## src/rtl/ttl_pkg.sv

```systemverilog
// Shared types for the 74x259-style addressable latch with serial loader:
// sequencer states and the {CLR_n, G_n} direct-mode encoding.
package ttl_pkg;

  typedef enum logic [1:0] {
    IDLE = 2'b00,
    LOAD = 2'b01,
    DONE = 2'b10
  } seq_state_e;

  // Index is {CLR_n, G_n}; both controls are active low.
  typedef enum logic [1:0] {
    MODE_DEMUX  = 2'b00,
    MODE_CLEAR  = 2'b01,
    MODE_LATCH  = 2'b10,
    MODE_MEMORY = 2'b11
  } mode_e;

endpackage

```

## src/rtl/ttl74x259_core.sv

```systemverilog
// WIDTH-bit latch bank: optional clear of all bits, then optional single-bit
// write. Clear plus write gives the demux behaviour.
module ttl74x259_core
  import ttl_pkg::*;
#(
  parameter int WIDTH     = 8,
  parameter int SEL_WIDTH = $clog2(WIDTH)
) (
  input  logic                 clk,
  input  logic                 rst,
  input  logic [SEL_WIDTH-1:0] wr_addr,
  input  logic                 wr_data,
  input  logic                 wr_en,
  input  logic                 clr_others,
  output logic [WIDTH-1:0]     q
);

  logic [WIDTH-1:0] q_q;
  logic [WIDTH-1:0] q_d;

  // Next bank value: clear first so a simultaneous write survives.
  always_comb begin
    q_d = q_q;
    if (clr_others) begin
      q_d = {WIDTH{1'b0}};
    end else begin
      q_d = q_q;
    end
    if (wr_en) begin
      q_d[wr_addr] = wr_data;
    end else begin
      q_d[wr_addr] = q_d[wr_addr];
    end
  end

  // Bank register with synchronous reset.
  always_ff @(posedge clk) begin
    if (rst) begin
      q_q <= {WIDTH{1'b0}};
    end else begin
      q_q <= q_d;
    end
  end

  assign q = q_q;

endmodule

```

## src/rtl/ttl74x259_seq.sv

```systemverilog
// Addressable latch with a direct (74x259) port and an LSB-first serial
// loader; the top holds the sequencer, bit counter and core-input steering.
module ttl74x259_seq
  import ttl_pkg::*;
#(
  parameter int WIDTH     = 8,
  localparam int SEL_WIDTH = $clog2(WIDTH)
) (
  input  logic                 clk,
  input  logic                 rst,
  input  logic [SEL_WIDTH-1:0] A,
  input  logic                 D,
  input  logic                 G_n,
  input  logic                 CLR_n,
  input  logic                 start,
  input  logic                 s_valid,
  input  logic                 s_data,
  output logic                 s_ready,
  output logic                 busy,
  output logic                 done,
  output logic [WIDTH-1:0]     Q
);

  localparam logic [SEL_WIDTH-1:0] CNT_LAST = SEL_WIDTH'(WIDTH - 1);
  localparam logic [SEL_WIDTH-1:0] CNT_ONE  = SEL_WIDTH'(1);

  seq_state_e           state_q, state_d;
  logic [SEL_WIDTH-1:0] cnt_q, cnt_d;
  logic                 s_ready_q, s_ready_d;
  logic                 busy_q, busy_d;
  logic                 done_q, done_d;

  logic [SEL_WIDTH-1:0] core_addr_s;
  logic                 core_data_s;
  logic                 core_wr_s;
  logic                 core_clr_s;
  mode_e                mode_s;

  assign mode_s = mode_e'({CLR_n, G_n});

  // Sequencer next state, bit counter, and core-input steering.
  always_comb begin
    state_d     = state_q;
    cnt_d       = cnt_q;
    core_addr_s = A;
    core_data_s = D;
    core_wr_s   = 1'b0;
    core_clr_s  = 1'b0;
    case (state_q)
      IDLE: begin
        case (mode_s)
          MODE_LATCH:  core_wr_s = 1'b1;
          MODE_DEMUX: begin
            core_wr_s  = 1'b1;
            core_clr_s = 1'b1;
          end
          MODE_CLEAR:  core_clr_s = 1'b1;
          MODE_MEMORY: core_wr_s = 1'b0;
          default:     core_wr_s = 1'b0;
        endcase
        if (start) begin
          state_d = LOAD;
          cnt_d   = {SEL_WIDTH{1'b0}};
        end else begin
          state_d = IDLE;
        end
      end
      LOAD: begin
        core_addr_s = cnt_q;
        core_data_s = s_data;
        core_wr_s   = s_valid;
        if (s_valid) begin
          cnt_d = cnt_q + CNT_ONE;
          if (cnt_q == CNT_LAST) begin
            state_d = DONE;
          end else begin
            state_d = LOAD;
          end
        end else begin
          cnt_d = cnt_q;
        end
      end
      DONE:    state_d = IDLE;
      default: state_d = IDLE;
    endcase
  end

  // Status flags are flopped from the next state so they carry no input path.
  always_comb begin
    s_ready_d = (state_d == LOAD);
    busy_d    = (state_d != IDLE);
    done_d    = (state_d == DONE);
  end

  // Sequencer, counter and status registers.
  always_ff @(posedge clk) begin
    if (rst) begin
      state_q   <= IDLE;
      cnt_q     <= {SEL_WIDTH{1'b0}};
      s_ready_q <= 1'b0;
      busy_q    <= 1'b0;
      done_q    <= 1'b0;
    end else begin
      state_q   <= state_d;
      cnt_q     <= cnt_d;
      s_ready_q <= s_ready_d;
      busy_q    <= busy_d;
      done_q    <= done_d;
    end
  end

  ttl74x259_core #(
    .WIDTH     (WIDTH),
    .SEL_WIDTH (SEL_WIDTH)
  ) u_core (
    .clk        (clk),
    .rst        (rst),
    .wr_addr    (core_addr_s),
    .wr_data    (core_data_s),
    .wr_en      (core_wr_s),
    .clr_others (core_clr_s),
    .q          (Q)
  );

  assign s_ready = s_ready_q;
  assign busy    = busy_q;
  assign done    = done_q;

endmodule
```

## config.mk

```make
export PLATFORM = sky130hd
export DESIGN_NAME = ttl74x259_seq
export DESIGN_NICKNAME = d
export VERILOG_FILES = /design/src/rtl/ttl_pkg.sv /design/src/rtl/ttl74x259_core.sv /design/src/rtl/ttl74x259_seq.sv
export SDC_FILE = /design/constraint.sdc
export NUM_CORES = 1
export LEC_CHECK = 0
export BUFFER_PORTS_ARGS = -buffer_cell sky130_fd_sc_hd__buf_4
export CORE_MARGIN = 8
export CORE_UTILIZATION = 50
export CTS_CLUSTER_SIZE = 20
export DETAILED_ROUTE_END_ITERATION = 8
export PLACE_DENSITY_LB_ADDON = 0.2
export SLEW_MARGIN = 0
export SYNTH_ARGS = -nofsm -noshare
export SYNTH_HDL_FRONTEND = slang
export SYNTH_HIERARCHICAL = 1
export SYNTH_SLANG_ARGS = --single-unit
```

## constraint.sdc

```tcl
create_clock -name clk -period 5.5 [get_ports clk]
set_input_delay 0.275 -clock clk [delete_from_list [all_inputs] [get_ports clk]]
set_output_delay 0.275 -clock clk [all_outputs]
set_load 0.1 [all_outputs]
```

# Word-level counts from Yosys, hierarchy flattened
# Index checks and enable logic that the tools add are counted.
[classes] add_sub_neg=1 order_cmp=2 n_eq_ne=8 n_mux=21 n_reduce_logical=8
[ops] cell="$bwmux 8" n=2
[ops] cell="$mux 8" n=2
[ops] cell="$mux 3" n=3
[ops] cell="$mux 1" n=7
[ops] cell="$eq 2x1->1 const B" n=3
[ops] cell="$pmux 3 s2" n=1
[ops] cell="$eq 2x2->1 const B" n=2
[ops] cell="$logic_not 2->1" n=2
[ops] cell="$lt 3x4->1 const B" n=1
[ops] cell="$mux 2" n=2
[ops] cell="$ne 2x2->1 const B" n=2
[ops] cell="$pmux 2 s2" n=1
[ops] cell="$reduce_bool 2->1" n=2
[ops] cell="$reduce_or 2->1" n=2
[ops] cell="$add 3x1->3 const B" n=1
[ops] cell="$bmux 1 s3" n=1
[ops] cell="$demux 1 s3" n=1
[ops] cell="$eq 3x3->1 const B" n=1
[ops] cell="$ge 3x1->1 const B" n=1
[ops] cell="$reduce_and 3->1" n=1
[ops] cell="$pmux 1 s2" n=1
[ops] cell="$logic_and 1x1->1" n=1
[word_totals] ff_bits=16 in_bits=11 output_inout_bits=11 elab_cells=46

# Depth between registers and ports, before layout
# Gate-level depths: netlist (run 1).
[depth] ltp_word=9 ltp_mapped=7 ltp_nobuf=6

# Cells and area by module
# Netlist (run 1), hierarchy kept.
[modules_own_cells] mod="ttl74x259_core" n_inst=1 cells_each=47 area_each_um2=452.9 seq_area_each_um2=160.2
[modules_own_cells] mod="ttl74x259_seq" n_inst=1 cells_each=33 area_each_um2=374.1 seq_area_each_um2=160.2

# Worst setup path after synthesis (run 1)
# No wires, ideal clock.
[synth_path] path_kind="flip-flop to flip-flop" startpoint="register state_q[0]" endpoint="register u_core.q_q[0] (netlist: u_core/q[0])" setup_time_ps=135 arrival_ps=1830 required_time_ps=5365 slack_ps=3535 stages_incl_launch_ff=7 path_buffers=1 synth_period_minus_slack_ps=1965 path_cell_list="dfxtp_1 -> nand2b_2 -> mux2_1 -> buf_6 -> mux4_2 -> a221oi_4 -> o41ai_1"
[synth_between] elab_chain_cells=8 elab_cells_between_ends=17 classes_between="order compare: 2; eq/ne: 1; mux: 12; reduce/logical: 2"
[synth_rtl] element="start, declared" line_no="ttl74x259_seq.sv:27" rtl="seq_state_e state_q, state_d;"
[synth_rtl] element="start signal, assigned" line_no="ttl74x259_seq.sv:104" rtl="state_q <= state_d;"
[synth_rtl] element="$eq 2x1->1 *" line_no="ttl74x259_seq.sv:49" rtl="case (state_q)"
[synth_rtl] element="$mux 3 *" line_no="ttl74x259_seq.sv:49"
[synth_rtl] element="named net core_addr_s[0]" line_no="ttl74x259_seq.sv:33" rtl="logic [SEL_WIDTH-1:0] core_addr_s;"
[synth_rtl] element="$lt 3x4->1 (not written as such) or $ge 3x1->1 (tied branches)" line_no="ttl74x259_core.sv:30, ttl74x259_core.sv:32"
[synth_rtl] element="$logic_and 1x1->1 (not written as such)" line_no="ttl74x259_core.sv:30, ttl74x259_core.sv:32"
[synth_rtl] element="$mux 1 (not written as such)" line_no="ttl74x259_core.sv:30, ttl74x259_core.sv:32"
[synth_rtl] element="$demux 1 s3"
[synth_rtl] element="$bwmux 8 (on tied branches)" line_no="ttl74x259_core.sv:32, ttl74x259_core.sv:30"
[synth_rtl] element="$mux 8 *" line_no="ttl74x259_core.sv:29" rtl="if (wr_en) begin"
[synth_rtl] element="end signal, assigned" line_no="ttl74x259_core.sv:39" rtl="q_q <= {WIDTH{1'b0}};"
[synth_rtl] element="end signal, assigned" line_no="ttl74x259_core.sv:41" rtl="q_q <= q_d;"
[synth_rtl] element="end, declared" line_no="ttl74x259_core.sv:18" rtl="logic [WIDTH-1:0] q_q;"
# Mark *: on every way through the listed nets, which the timed path passes. The rest lies on a longest branch. The select of a mux whose other input is x is not followed.
# A chain may end at the register's enable or synchronous reset.

# Worst setup path after layout (run 1)
[layout_path] startpoint="register state_q[0]" endpoint="register u_core.q_q[4] (netlist: u_core/q[4])"
# The elaborated chain is that of the path after synthesis.

==> results.toml, run 1 <==
[run_status]
status = "finished, final reports clean"

[final_layout]
fin_util_pct = 66.09
nets = 116
antenna_cells = 0
finalInstanceArea_um2 = 1007
fillers = 130
drive_above_1_share_pct = 33.66
final_cell_count_no_fill = 117
syn_to_final_growth_pct = 21.79

[worst_setup_path]
path_cells = "nand2b_2 > mux2_1 > mux4_2 > a221oi_4 > o41ai_1"
critical-path-max-stage-delay_ps = 580
slowest_stage = "mux4_2"
start_kind = "flip-flop"
cp_data_arrival_time_ps = 2340
critPathKind = "flip-flop to flip-flop"
endpoint_kind = "flip-flop"
critical_path.max_fanout = 10
cp.required_ps = 5650

[yosys]
syn_avg_cell_area_um2 = 10.34
synth-seq-cells = 16
yosysWarnings = 6
synth.distinct_cells = 31
ys_seq_area_share_pct = 38.73
syn_area_um2 = 827.0
synth_cells = 80
synth_fp_nets = 93

[routing]
viasPerCell = 5.838
dr.pass1.iters = 4
routedWlPerCell_um = 15.69
drt_iter0_markers = 8
remaining_drc_errors = 0
vias = 683
drtAntennaViolNets = 0
wirelength_mm = 1.836

[clock_network]
clk_pin_slew_ps = 90
cts_resized = 0
numCtsBuffers = 3
cts_sinks = 16
postCtsSetupRepairBufs = 0
clockBufferDepth = 2
hold_buffers = 0
insertion_delay_ps = 280
cts_root_buf = "clkbuf_4"
htree_levels = 1
cts_tree = "done"

[sta]
final.min_clock_period_ps = 2192
hold_viol = 0
fmax_mhz = 456.1
slew-limit-headroom_pct = 66.86
holdWs_ps = 241.5
tightest_slew_ps = 495.3
rsz0062_at_grt = "no"
fin_crit_sh_pct = 39.86
skew_ps = 1.462
fin_setup_tns_ps = 0
finalSetupViolations = 0
maxSlewViolCount = 0

[floorplan]
die_w_um = 56.67
die_area_um2 = 3211
start_util_pct = 54.27
io_pins = 22
core_area_um2 = 1524
die_y_um = 56.67
rows = 14

[pwr]
p_leak_nw = 0.4322
vdd_drop_max_v = 0.0001982
power_density_nw_per_um2 = 245.9

[global_route]
grt_overflow = 0
grt_pass1_wl_mm = 3.139
grt_max_degree = 13
antenna_found_initial = 0
gr-usage-all-layers_pct = 11.88
grt_pass1_vias = 726

[placement]
place.gp.congestion = 0.8762
portBuffers = 21
hpwlAfterDp_mm = 1.420
dp.cells = 114
placed_area_um2 = 984.7

[worst_hold_path]
hp-class = "primary input to flip-flop"

[run]
maxCapViolCount = 0
## layer usage
metal	global-route usage [%]	up-vias	routed length [µm]
li1	-	352	-
met1	14.06	314	856
met4	6.186	0	14
met3	3.820	2	89
met5	0	-	0
met2	18.50	15	876
## critical path: cells and delay by family, from the launching register on
family	cells	cell delay, ps
multiplexers	2	1030
flip-flops	1	470
AO/OA/AOI/OAI	2	400
AND/OR/NAND/NOR	1	160
## cells in the final DEF (no fill, tap or decap), types with 3 or more instances in the layout
cell type and count:
nor2_1 4, o41ai_1 4, inv_1 4, o211ai_1 3
o311ai_0 4, dfxtp_1 16, clkbuf_4 3, nand2_1 5
mux2_1 3, o31ai_1 4, nand3_1 3, a21oi_1 3
and2_1 4, buf_4 21
## registers in the layout, indices dropped and copies added (netlist names)
name,count
u_core/q,8
cnt_q,3
state_q,2
busy,1
done,1
s_ready,1
## synthesized netlist by cell type
| master | count | area share [%] |
|---|---|---|
| nand2_1 | 5 | 2.3 |
| nand3_1 | 3 | 1.8 |
| and2_1 | 4 | 3.0 |
| o31ai_1 | 4 | 3.6 |
| nor3_1 | 2 | 1.2 |
| buf_6 | 1 | 1.4 |
| mux2_2 | 1 | 1.4 |
| inv_2 | 1 | 0.45 |
| nor3b_4 | 1 | 2.3 |
| o211ai_1 | 3 | 2.7 |
| nand2b_2 | 1 | 1.1 |
| o311ai_0 | 4 | 4.2 |
| a21oi_2 | 1 | 1.1 |
| mux2_4 | 2 | 3.6 |
| ha_1 | 2 | 3.0 |
| nand2b_1 | 1 | 0.76 |
| dfxtp_1 | 16 | 39 |
| inv_1 | 4 | 1.8 |
| o211a_1 | 1 | 1.2 |
| o21bai_1 | 1 | 0.91 |
| mux2i_1 | 1 | 1.2 |
| and2b_4 | 1 | 1.2 |
| a221oi_4 | 1 | 3.2 |
| a22o_1 | 2 | 2.1 |
| clkbuf_1 | 1 | 0.45 |
| mux4_2 | 1 | 2.7 |
| a21oi_1 | 3 | 1.8 |
| mux2_1 | 3 | 4.1 |
| nor2_1 | 4 | 1.8 |
| buf_2 | 1 | 0.60 |
| o41ai_1 | 4 | 4.2 |
## final cells by class
type | count | area [µm²] | share of cell area, %
Timing Repair Buffer | 21 | 157.7 | 15.65
Tap cell | 16 | 20.02 | 1.988
Multi-Input combinational cell | 56 | 467.9 | 46.46
Inverter | 5 | 18.77 | 1.863
Clock buffer | 3 | 22.52 | 2.236
Sequential cell | 16 | 320.3 | 31.80
## logic make-up after synthesis
group / after synthesis / synth area share [%]
AO/OA/AOI/OAI: 24 / 25.11
AND/OR/NAND/NOR: 22 / 15.43
multiplexers: 8 / 13.01
buffers and inverters: 8 / 4.688
flip-flops: 16 / 38.73
adder cells (fa/ha/maj): 2 / 3.025
## power breakdown
group          total [mW]  switching, mW  internal [mW]
logic              0.0654         0.0449         0.0205
clock network      0.0592         0.0338         0.0254
registers           0.123        0.00322          0.120
total               0.248         0.0819          0.166
## stage by stage
step	power (mW)	setup WS [ps]
global route	0.2606	3161
floorplan	0.1758	3535
CTS	0.2522	3327
detailed placement	0.1909	3337
global placement	0.1904	3384
finish	0.2477	3308
## final timing paths
path                          startpoint                     end  slack [ps]  depth (start not counted)
setup reg to reg   state_q[0]$_SDFF_PP0_  u_core/q[4]$_SDFF_PP0_        3310                          5
hold / removal                       rst         busy$_SDFF_PP0_         240                          2
setup / recovery   state_q[0]$_SDFF_PP0_  u_core/q[4]$_SDFF_PP0_        3310                          5
hold reg to reg   u_core/q[7]$_SDFF_PP0_  u_core/q[7]$_SDFF_PP0_         500                          2
No activity file was read; power rests on OpenSTA's default activity.
==> run 2, diff against run 1 <==
CORE_UTILIZATION = 45   (was 50)
clock period = 2 ns   (was 5.5 ns; I/O delays follow)
==> results.toml, run 2 (same netlist as run 1, synthesis figures left out) <==
[worst_setup_path]
critPathKind = "flip-flop to flip-flop"
start_kind = "flip-flop"
crit_path_start = "state_q[1]$_SDFF_PP0_"
endpoint_kind = "flip-flop"
r2r_end = "u_core/q[1]$_SDFF_PP0_"
ff2ff_setup_slack_ps = 80
rr_worst_depth = 8
cp_data_arrival_time_ps = 2080
r2r-start = "state_q[1]$_SDFF_PP0_"
critical_path.max_fanout = 7
cp.required_ps = 2160

[final_layout]
drive_above_1_share_pct = 42.34
largest_reg_flops = 8
final_cell_count_no_fill = 136
antenna_cells = 0
fin_util_pct = 64.57
syn_to_final_growth_pct = 34.80
nets = 125
fillers = 145
finalInstanceArea_um2 = 1115
layout_common_cells = "30 x buf_4, 16 x dfxtp_1, 5 x nand2_1"
layout_commonest_cell = "buf_4"

[floorplan]
io_pins = 22
die_w_um = 58.87
die_area_um2 = 3466
start_util_pct = 47.90
core_area_um2 = 1727
rows = 15
die_y_um = 58.87

[placement]
place_ws_ps = 88.59
placed_area_um2 = 1049
place.gp.congestion = 0.9055
dp.cells = 130
hpwlAfterDp_mm = 1.551
portBuffers = 21

[worst_hold_path]
hp-class = "primary input to flip-flop"
hp-start = "rst"
worstHoldPathCells = 2
hold_end = "busy$_SDFF_PP0_"

[sta]
skew_ps = 0.5369
maxSlewViolCount = 0
fin_crit_sh_pct = 96.03
final.min_clock_period_ps = 1921
fin_ws_ps = 79.35
holdWs_ps = 49.92
slew-limit-headroom_pct = 68.01
hold_viol = 0
fin_setup_tns_ps = 0
fmax_mhz = 520.7
tightest_slew_ps = 478.1
finalSetupViolations = 0

[clock_network]
hold_buffers = 0
cts_root_buf = "clkbuf_4"
cts_tree = "done"
clockBufferDepth = 2
insertion_delay_ps = 280
htree_levels = 1
clk_pin_slew_ps = 100
numCtsBuffers = 3
cts_sinks = 16

[global_route]
grt_pass1_wl_mm = 3.532
grt_pass1_vias = 759
grt_max_degree = 10
gr-usage-all-layers_pct = 13.08
antenna_found_initial = 0
grt_overflow = 0

[pwr]
pwr-share-clk_pct = 28.5
power.total_uw = 763.9
p_comb_share_pct = 27.3
vdd_drop_max_v = 0.0003705
power.switching_uw = 248.7
swShare_pct = 32.56
power_density_nw_per_um2 = 685.2
pwr-share-seq_pct = 44.2
intPower_uw = 515.2
p_leak_nw = 0.4986

[routing]
viasPerCell = 5.500
drtAntennaViolNets = 0
remaining_drc_errors = 0
dr.pass1.iters = 4
routedWlPerCell_um = 15.32
drt_iter0_markers = 43
wirelength_mm = 2.084
vias = 748

[run]
maxCapViolCount = 0

[run_status]
status = "finished, final reports clean"
## run 2: changes by cell type in the layout (fill, tap and decap cells not counted), sizes merged
| cell | before | now |
|---|---|---|
| clkbuf | 3 | 4 |
| buf | 21 | 30 |
## run 2: critical path, cell delays in order (launching register included)
cell and delay, ps:
dfxtp_1 320, nand2b_2 190, buf_4 160, mux2_4 340, nand3_1 130, o21bai_1 110, buf_4 150, a221oi_4 270
o41ai_2 110
## run 2: area by class of cell
| type | count | area [µm²] | area share, % |
|---|---|---|---|
| inverter | 5 | 18.77 | 1.684 |
| clock buffer | 4 | 36.28 | 3.255 |
| timing repair buffer | 30 | 225.2 | 20.20 |
| multi-input combinational | 56 | 483.0 | 43.32 |
| tap | 25 | 31.28 | 2.806 |
| sequential | 16 | 320.3 | 28.73 |
## run 2: worst max-delay path by stage
stage / slack [ps] / cells after the start / to
2_1_floorplan: 30 / 6 / u_core/q[1]$_SDFF_PP0_
3_3_place_gp: 130 / 5 / u_core/q[4]$_SDFF_PP0_
3_5_place_dp: 90 / 5 / u_core/q[5]$_SDFF_PP0_
4_1_cts: 20 / 7 / u_core/q[1]$_SDFF_PP0_
5_1_grt: -10 / 8 / u_core/q[4]$_SDFF_PP0_
6_report: 80 / 8 / u_core/q[1]$_SDFF_PP0_
## run 2: power groups by stage
stage	Clock [mW]	Combinational [mW]	Sequential, mW
2_1_floorplan	0	0.0789	0.405
3_3_place_gp	0	0.194	0.344
3_5_place_dp	0	0.196	0.344
4_1_cts	0.222	0.197	0.337
5_1_grt	0.245	0.221	0.339
6_report	0.218	0.209	0.337
## run 2: metal layers
layer / track usage [%] / part of all wire, % / vias to the layer above
met1: 15.55 / 45 / 334
met5: 0 / 0 / -
met4: 6.485 / 1.4 / 0
met2: 20.09 / 44 / 42
met3: 4.783 / 9.3 / 5
li1: - / - / 367
## run 2: what timing repair did
action | CTS | global route
gates resized for setup | 0 | 6
endpoints found under the setup margin | 0 | 8
setup buffers | 0 | 2
==> run 3, diff against run 2 <==
CORE_UTILIZATION = 41   (was 45)
GPL_TIMING_DRIVEN = 0   (was unset)
==> results.toml, run 3 (same netlist as run 1, synthesis figures left out) <==
[run_status]
status = "finished, final reports clean"

[final_layout]
largest_reg_flops = 8
syn_to_final_growth_pct = 35.10
layout_common_cells = "25 x buf_4, 14 x dfxtp_1, 5 x nand2_1"
layout_commonest_cell = "buf_4"
final_cell_count_no_fill = 135
drive_above_1_share_pct = 43.52
antenna_cells = 0
nets = 122
finalInstanceArea_um2 = 1117
fin_util_pct = 57.54

[run]
maxCapViolCount = 0

[global_route]
gr-usage-all-layers_pct = 11.09
antenna_found_initial = 0
grt_overflow = 0
grt_pass1_wl_mm = 3.111
grt_max_degree = 11
grt_pass1_vias = 707

[floorplan]
die_area_um2 = 3711
die_y_um = 60.92
rows = 16
die_w_um = 60.92
core_area_um2 = 1942
start_util_pct = 42.59
io_pins = 22

[sta]
skew_ps = 4.156
rsz0062_at_grt = "yes"
fmax_mhz = 515.1
final.min_clock_period_ps = 1941
hold_viol = 0
finalSetupViolations = 0
fin_ws_ps = 58.61
slew-limit-headroom_pct = 63.89
holdWs_ps = 63.51
fin_crit_sh_pct = 97.07
maxSlewViolCount = 0
tightest_slew_ps = 539.6

[worst_setup_path]
critical_path.max_fanout = 9
crit_path_start = "state_q[1]$_SDFF_PP0_"
ff2ff_setup_slack_ps = 60
r2r_end = "u_core/q[0]$_SDFF_PP0_"
endpoint_kind = "flip-flop"
critPathKind = "flip-flop to flip-flop"
cp.required_ps = 2160
critical-path-max-stage-delay_ps = 470
rr_worst_depth = 5
start_kind = "flip-flop"
slowest_stage = "mux4_2"
r2r-start = "state_q[1]$_SDFF_PP0_"
path_cells = "nand2b_4 > mux2_4 > mux4_2 > a221oi_4 > o41ai_2"
cp_data_arrival_time_ps = 2100

[routing]
dr.pass1.iters = 4
wirelength_mm = 1.874
viasPerCell = 5.370
routedWlPerCell_um = 13.88
drtAntennaViolNets = 0
drt_iter0_markers = 15
vias = 725
remaining_drc_errors = 0

[pwr]
vdd_drop_max_v = 0.0003755
intPower_uw = 507.0
power.switching_uw = 240.7
p_comb_share_pct = 26.7
p_leak_nw = 0.4967
pwr-share-clk_pct = 28.0
power_density_nw_per_um2 = 669.2
swShare_pct = 32.20
pwr-share-seq_pct = 45.3

[clock_network]
insertion_delay_ps = 280
cts_sinks = 16
clockBufferDepth = 2
clk_pin_slew_ps = 90
cts_root_buf = "clkbuf_4"
htree_levels = 1
numCtsBuffers = 3
cts_tree = "done"

[worst_hold_path]
worstHoldPathCells = 2
hp-class = "primary input to flip-flop"
hold_end = "busy$_SDFF_PP0_"
hp-start = "rst"

[placement]
place_ws_ps = -118.8
dp.cells = 128
hpwlAfterDp_mm = 1.399
placed_area_um2 = 1018
place.gp.congestion = 0.8179
portBuffers = 21
[run 3: final cells by class]
cell class	instances	area, µm²
fillers	200	824.5
multi-input cells	56	506.7
flip-flops and latches	16	325.3
repair buffers	25	187.7
clock buffers	4	36.28
well taps	27	33.78
inverters	5	18.77
plain buffers	2	8.758
[run 3: metal layers]
layer	up-vias	part of all wire [%]	track usage, %	wire (µm)
li1	362	-	-	-
met1	348	49	14.03	919
met2	13	45	16.29	844
met3	2	5.3	4.025	100
met4	0	0.53	4.983	10
met5	-	0	0	0
[run 3: through the flow]
step                total power [mW]  TNS (ps)
floorplan                     0.4834         0
global placement              0.5295    -419.5
detailed placement            0.5323    -457.8
CTS                           0.7501         0
global route                  0.7893    -42.54
finish                        0.7477         0
[run 3: critical path: cells and delay by family (launching register included)]
kind,cells,cell delay [ps]
compound gates,2,500
flops,1,330
mux,2,840
simple gates,1,160
[run 3: power by group through the flow]
| stage | combinational, mW | sequential, mW | clock, mW |
|---|---|---|---|
| floorplan | 0.0789 | 0.405 | 0 |
| global placement | 0.184 | 0.345 | 0 |
| detailed placement | 0.186 | 0.346 | 0 |
| CTS | 0.191 | 0.339 | 0.220 |
| global route | 0.211 | 0.341 | 0.237 |
| finish | 0.200 | 0.339 | 0.209 |
[run 3: repair_timing]
action	4_1_cts	5_1_grt
hold buffers	0	0
gates cloned	0	0
setup buffers	3	1
pin swaps	1	2
gates resized for setup	3	9
endpoints found under the setup margin	8	5
[run 3: worst max-delay path by stage]
stage	depth (start not counted)	to
2_1_floorplan	6	u_core/q[1]$_SDFF_PP0_
3_3_place_gp	6	u_core/q[1]$_SDFF_PP0_
3_5_place_dp	6	u_core/q[0]$_SDFF_PP0_
4_1_cts	6	u_core/q[0]$_SDFF_PP0_
5_1_grt	6	u_core/q[1]$_SDFF_PP0_
6_report	5	u_core/q[0]$_SDFF_PP0_
